--- src/rtl/pps_sched_pkg.sv ---
// Shared types and constants for the 1PPS channel scheduler and its helpers.
package pps_sched_pkg;

  typedef enum logic [1:0] {
    IDLE  = 2'd0,
    SCAN  = 2'd1,
    SLOT  = 2'd2,
    GUARD = 2'd3
  } state_e;

  localparam int          CH_W    = 4;
  localparam logic [3:0]  CH_IDLE = 4'hF;

  // Width of the shared slot/guard down-counter; at least one bit.
  function automatic int cnt_width(input int slot_cycles, input int guard_cycles);
    int m;
    m = (slot_cycles > guard_cycles) ? slot_cycles : guard_cycles;
    if (m < 2) m = 2;
    return $clog2(m);
  endfunction

endpackage

--- src/rtl/pps_edge_sync.sv ---
// Three-flop synchroniser for the raw 1PPS input with a one-cycle rising-edge pulse.
module pps_edge_sync (
  input  logic clk,
  input  logic rst,
  input  logic pps_i,
  output logic pps_rise_o
);

  logic s1_q, s2_q, s3_q;

  // NOTE: sequential state uses non-blocking assignments so every flop samples pre-edge values.
  always_ff @(posedge clk) begin
    if (rst) begin
      s1_q <= 1'b0;
      s2_q <= 1'b0;
      s3_q <= 1'b0;
    end else begin
      s1_q <= pps_i;
      s2_q <= s1_q;
      s3_q <= s2_q;
    end
  end

  assign pps_rise_o = s2_q & ~s3_q;

endmodule

--- src/rtl/pps_channel_scheduler.sv ---
// Once-per-second channel sequencer: walks the channels after each 1PPS edge,
// granting each eligible one a fixed-length slot followed by a guard gap.
module pps_channel_scheduler
  import pps_sched_pkg::*;
#(
  parameter int NUM_CH       = 4,
  parameter int SLOT_CYCLES  = 20000,
  parameter int GUARD_CYCLES = 200
) (
  input  logic              clk,
  input  logic              rst,
  input  logic              pps,
  input  logic              transmit_enble,
  input  logic [NUM_CH-1:0] ch_mask,
  input  logic [NUM_CH-1:0] ch_ready,
  input  logic              slot_done,
  output logic [NUM_CH-1:0] grant,
  output logic [CH_W-1:0]   channel_number,
  output logic              busy,
  output logic              frame_done,
  output logic              missed_pps
);

  localparam int              CNT_W        = cnt_width(SLOT_CYCLES, GUARD_CYCLES);
  localparam int              GUARD_LOAD_I = (GUARD_CYCLES > 0) ? GUARD_CYCLES - 1 : 0;
  localparam logic [CNT_W-1:0] SLOT_LOAD   = CNT_W'(SLOT_CYCLES - 1);
  localparam logic [CNT_W-1:0] GUARD_LOAD  = CNT_W'(GUARD_LOAD_I);
  localparam logic [CH_W-1:0]  LAST_IDX    = CH_W'(NUM_CH - 1);

  state_e              state_q, state_d;
  logic [CH_W-1:0]     idx_q, idx_d;
  logic [CNT_W-1:0]    cnt_q, cnt_d;
  logic [NUM_CH-1:0]   grant_q, grant_d;
  logic [CH_W-1:0]     chn_q, chn_d;
  logic                frame_done_q, frame_done_d;
  logic                missed_q, missed_d;

  logic                pps_rise;
  logic                eligible;
  logic [NUM_CH-1:0]   idx_onehot;
  logic                is_last, slot_end, guard_end;

  pps_edge_sync u_sync (
    .clk        (clk),
    .rst        (rst),
    .pps_i      (pps),
    .pps_rise_o (pps_rise)
  );

  // NOTE: every always_comb output gets a default first so no latch is inferred.
  always_comb begin
    eligible   = 1'b0;
    idx_onehot = '0;
    for (int i = 0; i < NUM_CH; i++) begin
      if (idx_q == CH_W'(i)) begin
        eligible      = ch_mask[i] & ch_ready[i];
        idx_onehot[i] = 1'b1;
      end
    end
  end

  assign is_last   = (idx_q == LAST_IDX);
  assign slot_end  = (cnt_q == '0) || slot_done;
  assign guard_end = (cnt_q == '0);

  always_ff @(posedge clk) begin
    if (rst) begin
      state_q      <= IDLE;
      idx_q        <= '0;
      cnt_q        <= '0;
      grant_q      <= '0;
      chn_q        <= CH_IDLE;
      frame_done_q <= 1'b0;
      missed_q     <= 1'b0;
    end else begin
      state_q      <= state_d;
      idx_q        <= idx_d;
      cnt_q        <= cnt_d;
      grant_q      <= grant_d;
      chn_q        <= chn_d;
      frame_done_q <= frame_done_d;
      missed_q     <= missed_d;
    end
  end

  always_comb begin
    state_d = state_q;
    idx_d   = idx_q;
    cnt_d   = cnt_q;
    if (!transmit_enble) begin
      state_d = IDLE;
      idx_d   = '0;
    end else begin
      case (state_q)
        IDLE: if (pps_rise) begin
          state_d = SCAN;
          idx_d   = '0;
        end
        SCAN: if (eligible) begin
          state_d = SLOT;
          cnt_d   = SLOT_LOAD;
        end else if (is_last) begin
          state_d = IDLE;
          idx_d   = '0;
        end else begin
          idx_d = idx_q + 1'b1;
        end
        SLOT: if (slot_end) begin
          if (GUARD_CYCLES > 0) begin
            state_d = GUARD;
            cnt_d   = GUARD_LOAD;
          end else if (is_last) begin
            state_d = IDLE;
            idx_d   = '0;
          end else begin
            state_d = SCAN;
            idx_d   = idx_q + 1'b1;
          end
        end else begin
          cnt_d = cnt_q - 1'b1;
        end
        GUARD: if (guard_end) begin
          if (is_last) begin
            state_d = IDLE;
            idx_d   = '0;
          end else begin
            state_d = SCAN;
            idx_d   = idx_q + 1'b1;
          end
        end else begin
          cnt_d = cnt_q - 1'b1;
        end
        default: state_d = IDLE;
      endcase
    end
  end

  // Registered outputs change on the same edge as the state transition they belong to.
  always_comb begin
    grant_d      = grant_q;
    chn_d        = chn_q;
    frame_done_d = 1'b0;
    missed_d     = pps_rise && (state_q != IDLE);
    if (!transmit_enble) begin
      grant_d = '0;
      chn_d   = CH_IDLE;
    end else begin
      case (state_q)
        SCAN: if (eligible) begin
          grant_d = idx_onehot;
          chn_d   = idx_q;
        end else if (is_last) begin
          frame_done_d = 1'b1;
        end
        SLOT: if (slot_end) begin
          grant_d      = '0;
          chn_d        = CH_IDLE;
          frame_done_d = (GUARD_CYCLES == 0) && is_last;
        end
        GUARD: frame_done_d = guard_end && is_last;
        default: ;
      endcase
    end
  end

  assign grant          = grant_q;
  assign channel_number = chn_q;
  assign busy           = (state_q != IDLE);
  assign frame_done     = frame_done_q;
  assign missed_pps     = missed_q;

endmodule
--- config.mk ---
export PLATFORM = sky130hd
export DESIGN_NAME = pps_channel_scheduler
export DESIGN_NICKNAME = d
export VERILOG_FILES = /design/src/rtl/pps_sched_pkg.sv /design/src/rtl/pps_edge_sync.sv /design/src/rtl/pps_channel_scheduler.sv
export SDC_FILE = /design/constraint.sdc
export NUM_CORES = 1
export LEC_CHECK = 0
export ABC_AREA = 1
export BUFFER_PORTS_ARGS = -buffer_cell sky130_fd_sc_hd__buf_2
export CORE_ASPECT_RATIO = 0.75
export CORE_UTILIZATION = 50
export CTS_CLUSTER_SIZE = 25
export DETAILED_ROUTE_END_ITERATION = 12
export PLACE_DENSITY = 0.7
export SLEW_MARGIN = 5
export SYNTH_ARGS = -nofsm -noshare
export SYNTH_HDL_FRONTEND = slang
export SYNTH_HIERARCHICAL = 1
export SYNTH_SLANG_ARGS = --single-unit
--- constraint.sdc ---
create_clock -name clk -period 1.9 [get_ports clk]
set_input_delay 0.095 -clock clk [delete_from_list [all_inputs] [get_ports clk]]
set_output_delay 0.095 -clock clk [all_outputs]
set_load 0.01 [all_outputs]
==> qor.txt, run 1 <==
Final Critical Period -> 1750 ps
Nets -> 390
crit path DAT -> 1930 ps
reg2reg start -> state_q[0]
total global routing overflow -> 0
Inserted Diodes -> 0
Top cell by count, worst path -> nor2_1
Power, Total -> 1.63 mW
Die Width -> 78.8 µm
final-report hold violation count -> 0
htree depth -> 2
Row Count -> 20
Seq cells post-synth -> 34
YS warnings -> 6
first-pass GRT wire length -> 8380 µm
sequential area share after synthesis -> 0.308
synth unique cells -> 33
Final ANT Viol Nets -> 0
CTS tree -> done
layout cells sized above 1 -> 0.190
Slew Limit Fails -> 0
slew of the pin with the lowest slew margin -> 383 ps
clock tree root buffer cell -> clkbuf_8
CP max FO -> 16
Top Usage Layer GRT -> met1
dpl cells -> 414
CP Capture Type -> flop
post-synth top area cell -> dfxtp_1
reg2reg setup slack -> 150 ps
max-cap violations -> 0
postcts setup bufs -> 0
Final Cycle Share -> 0.921
post-synthesis cell area -> 2210 µm²
Die Area -> 4700 µm²
final non-filler cell total -> 423
worst hold path class -> in2reg
Worst Path Buf+Inv -> 1
WP data required -> 2080 ps
Layout area overhead -> 14.8%
Avg Vias per Cell -> 5.04
FMAX -> 571 MHz
pwr dens -> 642 nW/µm²
Syn Inst Count -> 335
Total Routing Usage GR -> 0.238
commonest non-fill, non-tap cells in the layout -> nand2_1, nor2_1, dfxtp_1
clock skew -> 6.28 ps
io pins -> 24
detailed router's first-iteration violation count -> 107
DR WL/cell -> 12.1 µm
Core Region -> 4150 µm²
DIE HEIGHT -> 59.6 µm
clk_lat worst skew -> 290 ps
clock sinks -> 34
top cell family by delay on the critical path -> simple AND/OR/NAND/NOR gates
min-delay src -> rst
final setup TNS -> 0 ps
Initial Utilization -> 0.533
Clock Tree Buf Depth -> 2
Max-slew headroom -> 0.743
Synth area leaders -> dfxtp_1, nand2_1, nor2_1, nand3_1, ha_1
cell-by-cell trace of the critical path -> inv_1 > ha_1 > nor2_1 > nor2_1 > nand2_1 > nor2_8 > nand2_1 > o21ai_0 > nor2_1
WL final -> 5130 µm
routed via count -> 2,130
DR pass1 iterations -> 4
worst min-delay path endpoint -> cnt_q[12]
met3 usage in global routing -> 0.0585
syn avg cell area -> 6.60 µm²
Worst Setup Path Type -> reg2reg
clk slew on worst S/H paths -> 70 ps
Leak -> 1.24 nW
WHS Path Cells -> 2
Post-DP HPWL -> 3740 µm
gpl congestion -> 0.840
# port buffers -> 23
largest net degree at the start of global routing -> 17
R2R depth -> 9
vias in the first global route -> 1,781
final setup vio count -> 0
RSZ-0062 raised after global routing -> no
Post-route DRC -> 0
Synth Net Count -> 358
crit-path max cell delay -> 450 ps
antenna violations before repair -> 0
Reg-to-Reg End -> cnt_q[6]
Worst setup SP type -> flop
cts bufs inserted -> 5
IR drop worst, VDD -> 0.354 mV
slowest stage cell, crit path -> dfxtp_1
top cell type's share of synthesized area -> 0.308
met2 Use GR -> 0.338
GR Layer Usage met1 -> 0.344
status -> finished, final reports clean
commonest non-fill, non-tap cell in the layout -> nand2_1
[how the worst max path moves through the flow]
stage / cells after the start / endpoint / start
2_1_floorplan: 9 / cnt_q[5] / state_q[0]
3_3_place_gp: 9 / cnt_q[6] / state_q[0]
3_5_place_dp: 8 / cnt_q[6] / state_q[0]
4_1_cts: 9 / cnt_q[6] / state_q[0]
5_1_grt: 9 / cnt_q[6] / state_q[0]
6_report: 9 / cnt_q[6] / state_q[0]
[cells in the mapped netlist (all sizes together)]
library cell	number
a21oi	12
and2	1
buf	4
clkbuf	3
dfxtp	34
ha	10
inv	35
nand2	96
nand3	28
nand3b	1
nand4	8
nor2	72
nor3	3
o211ai	1
o21ai	16
or2	1
xnor2	2
xor2	8
[registers in the layout, summed over array words and instances (netlist names), named ones only]
name and count:
missed_pps 1, u_sync/s1_q 1, frame_done 1, cnt_q 15
channel_number 4, idx_q 4, grant 4, u_sync/s2_q 1
state_q 1, u_sync/s3_q 1
[cell type report]
class	instances	area, µm²
inverters	35	131
repair buffers	32	185
multi-input cells	259	1360
flip-flops and latches	34	682
fillers	426	1610
well taps	55	68.8
clock buffers	8	110
[routing by layer]
layer | vias up | part of all wire | wire length, µm
met5 | - | 0 | 0
met4 | 0 | 0.015 | 76
met3 | 8 | 0.055 | 281
met2 | 61 | 0.40 | 2060
met1 | 941 | 0.53 | 2710
li1 | 1120 | - | -
[logic make-up (layout without fill, tap and decap cells)]
family,count (synthesis),after routing,share of synthesized area
AND/OR/NAND/NOR,210,210,0.440
flip-flops,34,34,0.308
AO/OA/AOI/OAI,29,29,0.0786
XOR/XNOR,10,10,0.0396
buffers and inverters,42,75,0.0775
adder cells (fa/ha/maj),10,10,0.0566
[repair_timing]
action,CTS,global route
endpoints found under the hold margin,1,0
gates resized for setup,0,2
setup endpoints to repair,0,2
hold buffers,1,0
[per-stage QoR]
step	instance area (µm²)	setup slack (ps)	util	hold WS [ps]
finish	2540	150	0.611	121
CTS	2540	158	0.611	117
global route	2540	28.0	0.611	129
detailed placement	2420	166	0.582	311
floorplan	2210	336	-	166
global placement	2420	215	0.582	295
[where the power goes]
group	switching (mW)	internal, mW	leakage, nW	total [mW]
clock network	0.281	0.366	0.0575	0.648
registers	0.0138	0.726	0.276	0.740
logic	0.155	0.0870	0.903	0.242
Note: power is estimated with default switching activity, not from simulation.
==> inputs of run 2 (changes only) <==
--- a/config.mk
+++ b/config.mk
@@ -12,7 +12,7 @@
 export CTS_CLUSTER_SIZE = 25
 export DETAILED_ROUTE_END_ITERATION = 12
 export PLACE_DENSITY = 0.7
-export SLEW_MARGIN = 5
+export SKIP_LAST_GASP = 1
 export SYNTH_ARGS = -nofsm -noshare
 export SYNTH_HDL_FRONTEND = slang
 export SYNTH_HIERARCHICAL = 1
==> constraint.sdc (replaced) <==
create_clock -name clk -period 2.2 [get_ports clk]
set_input_delay 0.11 -clock clk [delete_from_list [all_inputs] [get_ports clk]]
set_output_delay 0.11 -clock clk [all_outputs]
set_load 0.01 [all_outputs]
==> run 2 against run 1 <==
Against the previous run: sequential power shrank 14%; final cell count shrank 1.2%; global-route usage shrank 1.0 points; clock skew shrank 1.7 ps; utilization shrank 1.5 points; first-iteration DRC count grew 70%; sequential share of layout area grew 0.63 points; setup slack gained 180 ps; via count shrank 2.6%; combinational power shrank 16%; die area is the same; power shrank 19%; highest routed layer unchanged.
==> qor.txt, run 2 (synthesis results as in run 1) <==
status -> finished, final reports clean
WP data required -> 2380 ps
CTS hold repair buffers -> 0
Final ANT Viol Nets -> 0
WL final -> 4870 µm
# resized after CTS -> 0
largest net degree at the start of global routing -> 17
slew of the pin with the lowest slew margin -> 418 ps
max-cap violations -> 0
Nets -> 385
Seq pwr share -> 0.484
Inserted Diodes -> 0
# port buffers -> 23
Avg Vias per Cell -> 4.96
CTS tree -> done
Max-slew headroom -> 0.719
postcts setup bufs -> 0
Row Count -> 20
final setup vio count -> 0
Worst setup SP type -> flop
total global routing overflow -> 0
sw frac -> 0.278
crit path DAT -> 2050 ps
io pins -> 24
clk slew on worst S/H paths -> 70 ps
CP max FO -> 7
antenna violations before repair -> 0
max reg flops -> 15
clock sinks -> 34
cts bufs inserted -> 5
Biggest register -> cnt_q
FMAX -> 536 MHz
DR WL/cell -> 11.6 µm
post-route cell area -> 2480 µm²
clock skew -> 4.55 ps
detailed router's first-iteration violation count -> 182
combinational share of power -> 0.154
Initial Utilization -> 0.533
gpl congestion -> 0.848
Psw -> 0.367 mW
RSZ-0062 raised after global routing -> no
routed via count -> 2,075
clock tree root buffer cell -> clkbuf_8
first-pass GRT wire length -> 8070 µm
DIE HEIGHT -> 59.6 µm
vias in the first global route -> 1,744
Placed Area -> 2390 µm²
Clock Tree Buf Depth -> 2
Total Routing Usage GR -> 0.228
Die Width -> 78.8 µm
Post-route DRC -> 0
commonest non-fill, non-tap cell in the layout -> nand2_1
layout cells sized above 1 -> 0.174
Die Area -> 4700 µm²
Worst Setup Path Type -> reg2reg
DR pass1 iterations -> 5
Post-DP HPWL -> 3770 µm
Final Critical Period -> 1870 ps
CP Capture Type -> flop
Final Core Density -> 0.596
htree depth -> 2
Layout area overhead -> 12.0%
Slew Limit Fails -> 0
IR drop worst, VDD -> 0.411 mV
internal power -> 0.953 mW
final setup TNS -> 0 ps
Clk pwr share -> 0.361
Final Cycle Share -> 0.849
clk_lat worst skew -> 280 ps
worst hold path class -> in2reg
Leak -> 1.21 nW
Core Region -> 4150 µm²
commonest non-fill, non-tap cells in the layout -> nand2_1, nor2_1, dfxtp_1
final-report hold violation count -> 0
pwr dens -> 533 nW/µm²
## run 2: cell count changes in the layout (fill, tap and decap cells not counted), sizes merged
| cell | before | now |
|---|---|---|
| clkbuf | 8 | 7 |
| clkinv | 0 | 1 |
| dlygate4sd3 | 1 | 0 |
| buf | 31 | 27 |
## run 2: final timing paths
| kind | start | end | slack (ps) | cells past startpoint |
|---|---|---|---|---|
| worst max-delay path | state_q[0] | cnt_q[4] | 330 | 9 |
| worst min-delay path | pps | u_sync/s1_q | 30 | 3 |
| worst max register to register | state_q[0] | cnt_q[4] | 330 | 9 |
| worst min register to register | u_sync/s1_q | u_sync/s2_q | 410 | 2 |
## run 2: layer usage
layer | wire (µm) | share of wire | GRT usage | vias to the layer above
met5 | 0 | 0 | 0 | -
met4 | 48 | 0.0099 | 0.0794 | 0
met3 | 341 | 0.070 | 0.0477 | 5
met2 | 1840 | 0.38 | 0.307 | 60
met1 | 2640 | 0.54 | 0.351 | 906
li1 | - | - | - | 1104
## run 2: area by class of cell
cell class	count	area, µm²
Clock buffer	7	86.3
Fill cell	437	1680
Sequential cell	34	681
Timing Repair Buffer	27	145
Multi-Input combinational cell	259	1360
Clock inverter	1	5.00
Tap cell	55	68.8
Inverter	35	131
## run 2: worst max-delay path: stages (launching register included)
cell     delay (ps)
dfxtp_1         440
inv_1           100
ha_1            320
buf_4           210
nand3_1         170
nand2_1         200
nand2_1         100
nand2_1          50
nor2_1          110
nor2_1           60
## run 2: power by group through the flow
stage,sequential (mW),combinational (mW),clock (mW)
after floorplan,0.652,0.156,0
after global placement,0.653,0.199,0
after CTS,0.639,0.203,0.494
after detailed placement,0.653,0.201,0
final,0.639,0.204,0.477
after global routing,0.641,0.231,0.509
## run 2: through the flow
| stage | instances | hold slack, ps | setup WS (ps) | total power [mW] |
|---|---|---|---|---|
| after detailed placement | 410 | 319 | 373 | 0.855 |
| after global placement | 410 | 313 | 377 | 0.852 |
| after global routing | 418 | 29.5 | 131 | 1.38 |
| after CTS | 418 | 20.4 | 359 | 1.34 |
| after floorplan | 335 | 181 | 636 | 0.808 |
| final | 418 | 26.5 | 333 | 1.32 |
